[config.mk]
export PLATFORM = sky130hd
export DESIGN_NAME = id_ex_stage
export DESIGN_NICKNAME = d
export VERILOG_FILES = /design/src/rtl/id_ex_stage.sv
export SDC_FILE = /design/constraint.sdc
export NUM_CORES = 1
export LEC_CHECK = 0
export CAP_MARGIN = 10
export CORE_AREA = 3 3 162 164
export DETAILED_ROUTE_END_ITERATION = 8
export DIE_AREA = 0 0 165 167
export PLACE_DENSITY_LB_ADDON = 0.25
export SETUP_SLACK_MARGIN = 0.5
export SYNTH_ARGS = -nofsm -noshare
export SYNTH_HDL_FRONTEND = slang
export SYNTH_SLANG_ARGS = --single-unit
[constraint.sdc]
create_clock -name clk -period 2.4 [get_ports clk]
set_input_delay 0.6 -clock clk [delete_from_list [all_inputs] [get_ports clk]]
set_output_delay 0.6 -clock clk [all_outputs]
set_load 0.02 [all_outputs]
[src/rtl/id_ex_stage.sv]
// ID/EX pipeline register: picks forwarded operands in decode and registers them with decoded control into EX.
// 1-cycle latency; a Stall or Flush loads a zeroed bubble, with saturating stall/flush event counters.
module id_ex_stage #(
  parameter int W     = 32,
  parameter int CNT_W = 16
) (
  input  logic             clk,
  input  logic             rst,
  input  logic             Stall,
  input  logic             Flush,
  input  logic [1:0]       ForwardA,
  input  logic [1:0]       ForwardB,
  input  logic [W-1:0]     RegA_ID,
  input  logic [W-1:0]     RegB_ID,
  input  logic [W-1:0]     ALUResult_EX,
  input  logic [W-1:0]     Result_MEM,
  input  logic [W-1:0]     Result_WB,
  input  logic [W-1:0]     Imm_ID,
  input  logic [W-1:0]     PC_ID,
  input  logic [4:0]       Rd_ID,
  input  logic             RegWrite_ID,
  input  logic             MemRead_ID,
  input  logic             MemWrite_ID,
  input  logic             ALUSrc_ID,
  input  logic             RPzero_ID,
  input  logic [3:0]       ALUOp_ID,
  input  logic [1:0]       WBSel_ID,
  output logic [W-1:0]     OpA_EX,
  output logic [W-1:0]     OpB_EX,
  output logic [W-1:0]     Imm_EX,
  output logic [W-1:0]     PC_EX,
  output logic [4:0]       Rd_EX,
  output logic             RegWrite_EX,
  output logic             MemRead_EX,
  output logic             MemWrite_EX,
  output logic             ALUSrc_EX,
  output logic             RPzero_EX,
  output logic [3:0]       ALUOp_EX,
  output logic [1:0]       WBSel_EX,
  output logic             Valid_EX,
  output logic [CNT_W-1:0] StallCount,
  output logic [CNT_W-1:0] FlushCount
);

  logic [W-1:0]     op_a_next, op_b_next;
  logic [W-1:0]     op_a_d, op_b_d, imm_d, pc_d;
  logic [W-1:0]     op_a_q, op_b_q, imm_q, pc_q;
  logic [4:0]       rd_d, rd_q;
  logic             reg_write_d, mem_read_d, mem_write_d, alu_src_d, rpzero_d, valid_d;
  logic             reg_write_q, mem_read_q, mem_write_q, alu_src_q, rpzero_q, valid_q;
  logic [3:0]       alu_op_d, alu_op_q;
  logic [1:0]       wb_sel_d, wb_sel_q;
  logic [CNT_W-1:0] stall_cnt_d, stall_cnt_q, flush_cnt_d, flush_cnt_q;
  logic             bubble;

  always_comb begin
    op_a_next = RegA_ID;
    case (ForwardA)
      2'b00: op_a_next = RegA_ID;
      2'b01: op_a_next = ALUResult_EX;
      2'b10: op_a_next = Result_MEM;
      2'b11: op_a_next = Result_WB;
    endcase
  end

  always_comb begin
    op_b_next = RegB_ID;
    case (ForwardB)
      2'b00: op_b_next = RegB_ID;
      2'b01: op_b_next = ALUResult_EX;
      2'b10: op_b_next = Result_MEM;
      2'b11: op_b_next = Result_WB;
    endcase
  end

  assign bubble = Flush | Stall;

  // A bubble clears every field so nothing downstream can match it for forwarding or load-use.
  always_comb begin
    op_a_d      = '0;
    op_b_d      = '0;
    imm_d       = '0;
    pc_d        = '0;
    rd_d        = '0;
    reg_write_d = 1'b0;
    mem_read_d  = 1'b0;
    mem_write_d = 1'b0;
    alu_src_d   = 1'b0;
    rpzero_d    = 1'b0;
    alu_op_d    = '0;
    wb_sel_d    = '0;
    valid_d     = 1'b0;
    if (!bubble) begin
      op_a_d      = op_a_next;
      op_b_d      = op_b_next;
      imm_d       = Imm_ID;
      pc_d        = PC_ID;
      rd_d        = Rd_ID;
      reg_write_d = RegWrite_ID;
      mem_read_d  = MemRead_ID;
      mem_write_d = MemWrite_ID;
      alu_src_d   = ALUSrc_ID;
      rpzero_d    = RPzero_ID;
      alu_op_d    = ALUOp_ID;
      wb_sel_d    = WBSel_ID;
      valid_d     = 1'b1;
    end
  end

  // Flush wins over Stall, so a combined event is counted only as a flush.
  always_comb begin
    stall_cnt_d = stall_cnt_q;
    flush_cnt_d = flush_cnt_q;
    if (Flush) begin
      if (flush_cnt_q != {CNT_W{1'b1}}) flush_cnt_d = flush_cnt_q + 1'b1;
    end else if (Stall) begin
      if (stall_cnt_q != {CNT_W{1'b1}}) stall_cnt_d = stall_cnt_q + 1'b1;
    end
  end

  always_ff @(posedge clk) begin
    if (rst) begin
      op_a_q      <= '0;
      op_b_q      <= '0;
      imm_q       <= '0;
      pc_q        <= '0;
      rd_q        <= '0;
      reg_write_q <= 1'b0;
      mem_read_q  <= 1'b0;
      mem_write_q <= 1'b0;
      alu_src_q   <= 1'b0;
      rpzero_q    <= 1'b0;
      alu_op_q    <= '0;
      wb_sel_q    <= '0;
      valid_q     <= 1'b0;
      stall_cnt_q <= '0;
      flush_cnt_q <= '0;
    end else begin
      op_a_q      <= op_a_d;
      op_b_q      <= op_b_d;
      imm_q       <= imm_d;
      pc_q        <= pc_d;
      rd_q        <= rd_d;
      reg_write_q <= reg_write_d;
      mem_read_q  <= mem_read_d;
      mem_write_q <= mem_write_d;
      alu_src_q   <= alu_src_d;
      rpzero_q    <= rpzero_d;
      alu_op_q    <= alu_op_d;
      wb_sel_q    <= wb_sel_d;
      valid_q     <= valid_d;
      stall_cnt_q <= stall_cnt_d;
      flush_cnt_q <= flush_cnt_d;
    end
  end

  assign OpA_EX      = op_a_q;
  assign OpB_EX      = op_b_q;
  assign Imm_EX      = imm_q;
  assign PC_EX       = pc_q;
  assign Rd_EX       = rd_q;
  assign RegWrite_EX = reg_write_q;
  assign MemRead_EX  = mem_read_q;
  assign MemWrite_EX = mem_write_q;
  assign ALUSrc_EX   = alu_src_q;
  assign RPzero_EX   = rpzero_q;
  assign ALUOp_EX    = alu_op_q;
  assign WBSel_EX    = wb_sel_q;
  assign Valid_EX    = valid_q;
  assign StallCount  = stall_cnt_q;
  assign FlushCount  = flush_cnt_q;

endmodule

After elaboration in Yosys (flattened, before gate mapping)

Index checks and enable logic that the tools add are counted.

Memories kept: 0
Register bits: 177
Bits in read-only memories: 0
Bits of input ports: 248
Latch bits: 0
Memory bits (writable): 0
Word-level logic and storage cells: 35
Output and inout bits: 177

$lt $le $gt $ge: 0
Multiply operators: 0
Reduce and logical (&&, ||, !) cells: 5
Mux-type cells: 3
Add/sub/neg operators: 2
Eq/ne operators: 8
Shifts and indexed selects: 0
Div/mod/pow operators: 0
Bitwise gates (word level): 2

Operators by type and width:

| kind                  | count |
|---|---|
| $pmux 32 s4           | 2 |
| $add 16x1->16 const B | 2 |
| $ne 16x16->1 const B  | 2 |
| $eq 2x2->1 const B    | 4 |
| $eq 2x1->1 const B    | 2 |
| $logic_not 2->1       | 2 |
| $reduce_and 3->1      | 1 |
| $reduce_and 2->1      | 1 |
| $reduce_or 2->1       | 1 |
| $mux 1                | 1 |
| $not 1->1             | 1 |
| $or 1x1->1            | 1 |

Logic depth before layout (Yosys ltp)

Depth after elaboration: 2
Depth in mapped cells: 5
Mapped depth without buffers: 5

Worst setup path after synthesis

No wires, ideal clock.

Kind: input to register
Start point: input ForwardA[0]
End point: register op_a_q[12] (netlist: OpA_EX[12])
Stages: 4
Buffers on the path: 2
Arrival time: 2.057 ns
Slack: 0.228 ns
Data required time: 2.285 ns
Library setup time: 0.115 ns
Cells stage by stage: clkbuf_1 -> buf_1 -> mux4_2 -> and2_1

Longest elaborated chain between the ends: 2
Elaborated cells between the ends (all ways): 5
Those cells by class: eq/ne (3); mux (1); reduce/logical (1)

Ends and longest elaborated chain:

| what                               | RTL line | text |
|---|---|---|
| start: declaration                 | 11       | `input logic [1:0] ForwardA,` |
| $eq 2x2->1 (tied with other cells) | 58       | `case (ForwardA)` |
| $pmux 32 s4 (*)                    | 58       |  |
| end signal: assignment             | 139      | `op_a_q <= op_a_d;` |
| end: declaration                   | 47       | `logic [W-1:0] op_a_q, op_b_q, imm_q, pc_q;` |

Mark *: on every way between the ends. The rest lies on a longest branch, timed or not.
A chain may end at the register's enable or synchronous reset.

Final worst setup path

Start point: register flush_cnt_q[8] (netlist: FlushCount[8])
End point: output FlushCount[8]

RTL lines:

| what                     | RTL line | text |
|---|---|---|
| start: declaration       | 53       | `logic [CNT_W-1:0] stall_cnt_d, stall_cnt_q, flush_cnt_d, flush_cnt_q;` |
| start signal: assignment | 153      | `flush_cnt_q <= flush_cnt_d;` |
| end: declaration         | 42       | `output logic [CNT_W-1:0] FlushCount` |

No word-level cell between the ends.

==> impl_metrics.tcl <==
set metrics [dict create \
    io_pins 425 \
    avgRoutedWirePerCell_um 17.84 \
    grt_use_total_pct 16.80 \
    post-dp-hpwl_um 18890 \
    die_h_um 167 \
    start_util_pct 28.05 \
    p_total_mw 6.918 \
    combPwrFrac_pct 14.7 \
    drive_above_1_share_pct 16.88 \
    antenna_found_initial 2 \
    hold_viol_final 0 \
    cp_top_family "flip-flops" \
    ys_seq_elements 177 \
    synth.net_count 828 \
    clkPwrFrac_pct 41.3 \
    startpoint_type "flop" \
    cts_buffers 17 \
    nNetsFinal 1268 \
    setup_viol 0 \
    arrival_ns 1.25 \
    cts_max_level 4 \
    final-max-slew-violation-count 0 \
    skew_ns 0.007399 \
    clk_latency_ns 0.42 \
    drt_first_pass_iters 6 \
    antennaDiodeCount 0 \
    fillers 2373 \
    num_rows 58 \
    grt_pass1_wl_um 35570 \
    grt_pass1_vias 6128 \
    gp_congestion 0.8145 \
    clock-sinks 177 \
    synth_area_mm2 0.007023 \
    clock.fmax_ghz 0.5404 \
    worstSetupPathType "reg -> out" \
    crit_required_ns 1.80 \
    avgSynthCellArea_um2 12.15 \
    die-width_um 165 \
    final_cell_mix "clkdlybuf4s50_1 (242), dlygate4sd2_1 (172), dfxtp_1 (159)" \
    rsz0062_at_grt "false" \
    intPower_mw 5.180 \
    crit_chain "clkdlybuf4s15_1" \
    drc 0 \
    syn_to_final_growth_pct 76.06 \
    fp.dieArea_mm2 0.02756 \
    clockBufferDepth 2 \
    grt-ovfl-total 0 \
    stdcell_area_mm2 0.01236 \
    multi_input_area_mm2 0.003421 \
    cp-end-kind "output port" \
    place.port_buffers 424 \
    final.min_clock_period_ns 1.850 \
    tightest_slew_ns 0.4131 \
    grt_max_degree 46 \
    seq_area_frac_synth_pct 50.45 \
    p_seq_share_pct 43.9 \
    via_count 6157 \
    synthFlopType "dfxtp_1" \
    syn_inst 578 \
    ff_latch_area_mm2 0.003568 \
    layout_commonest_cell "clkdlybuf4s50_1" \
    switching_share_pct 25.11 \
    dr.first_iter.drc_count 192 \
    ir_worst_vdd_mv 0.4591 \
    viasPerCell 4.524 \
    p_switching_mw 1.737 \
    coreArea_mm2 0.02504 \
    crit_slowest_cell "dfxtp_1" \
    p_leak_nw 5.365 \
    async_reset_ff_share_pct 0 \
    cp_max_fo 7 \
    powerDensity_mw_per_mm2 559.5 \
    ys_warn_count 0 \
    place_area_mm2 0.01187 \
    drv_cap 0 \
    hold_class "reg -> reg" \
    ant_nets 0 \
    drt-total-wl_um 24280 \
    yosys.cell_types.count 39 \
    clkTransAtPathRegs_ns 0.08 \
    synth_edf_count 0 \
    cp_num_buf_inv 1 \
    cts-root-buf "clkbuf_16" \
    outcome "complete, no violations" \
    slowest_delay_ns 0.47 \
    cts_tree "built" \
    max-slew-margin-rel_pct 72.25 \
    cts_hold_buf 0 \
    finalCritPeriodShare_pct 77.10 \
]
per-stage QoR:
step / setup WS, ns / util, % / std cells / hold WS, ns / setup TNS [ns]
after floorplan: 0.4969 / - / 578 / 0.5141 / 0
after global placement: -0.002603 / 47.40 / 1324 / 0.4794 / -0.002603
after detailed placement: -0.01914 / 47.40 / 1324 / 0.4829 / -0.04583
after CTS: 0.4734 / 49.06 / 1356 / 0.4968 / 0
after global routing: 0.4966 / 49.39 / 1361 / 0.5348 / 0
final: 0.5496 / 49.39 / 1361 / 0.5015 / 0
final cells by class:
class / count / share of cell area (%)
tap: 330 / 3.339
sequential: 177 / 28.86
clock buffer: 17 / 3.441
inverter: 2 / 0.06072
clock inverter: 15 / 1.579
timing repair buffer: 457 / 35.05
multi-input combinational: 363 / 27.67
sequential cells by signal, indices dropped and copies added (netlist names):
register     count
OpB_EX          32
StallCount      16
ALUSrc_EX        1
RegWrite_EX      1
RPzero_EX        1
ALUOp_EX         4
MemWrite_EX      1
FlushCount      16
Rd_EX            5
WBSel_EX         2
OpA_EX          32
MemRead_EX       1
Valid_EX         1
Imm_EX          32
PC_EX           32
logic make-up (layout without fill, tap and decap cells):
kind of cell,count (synthesis),count (layout),synth area share (%)
muxes,71,71,21.61
adders and majority gates,2,2,0.3563
buffers and inverters,38,491,2.084
DFF,177,177,50.45
and+or+nand+nor,245,245,21.43
AOI/OAI and AO/OA,45,45,4.062
final timing paths:
check	startpoint	end	slack (ns)	depth (start not counted)
setup / recovery	FlushCount[8]$_SDFFE_PP0P_	FlushCount[8]	0.55	1
hold / removal	StallCount[14]$_SDFFE_PP0P_	StallCount[14]$_SDFFE_PP0P_	0.50	2
setup reg to reg	StallCount[9]$_SDFFE_PP0P_	StallCount[15]$_SDFFE_PP0P_	0.59	4
hold reg to reg	StallCount[14]$_SDFFE_PP0P_	StallCount[14]$_SDFFE_PP0P_	0.50	2
cell usage after synthesis, types with 5 or more instances:
cell	number	area share [%]
nor2b_1	8	0.71
or4_1	12	1.3
o21ai_0	5	0.36
dfxtp_1	177	50
nor2_1	13	0.69
nand2_1	11	0.59
a21oi_1	20	1.4
nand3_1	11	0.78
mux4_2	64	21
and2_1	147	13
nand4_1	8	0.71
o31ai_1	8	0.86
mux2_2	5	0.80
nor3_1	8	0.57
or3_1	5	0.45
clkbuf_1	29	1.5
per-layer routing:
layer  wire length [µm]  global-route usage [%]  up-vias  part of all wire, %
li1                   -                       -     2977                    -
met1               9104                   18.50     2907                   38
met2              12530                   30.08      255                   52
met3               2454                   7.214       14                   10
met4                170                   3.063        4                 0.70
met5                 16                       0        -                0.066
what timing repair did:
action                                  in CTS  in global routing
buffers inserted                             0                  5
pin swaps                                    0                  2
endpoints found under the setup margin     187                 20
resized for setup                          183                 22
endpoints found under the hold margin        0                  0
power by group through the flow:
| stage | sequential [mW] | combinational (mW) | clock (mW) |
|---|---|---|---|
| after floorplan | 3.21 | 0.315 | 0 |
| after global placement | 3.11 | 1.07 | 0 |
| after detailed placement | 3.11 | 1.08 | 0 |
| after CTS | 3.04 | 1.03 | 2.96 |
| after global routing | 3.05 | 1.09 | 3.07 |
| final | 3.04 | 1.02 | 2.86 |
Power figures use the tool's default switching activity.
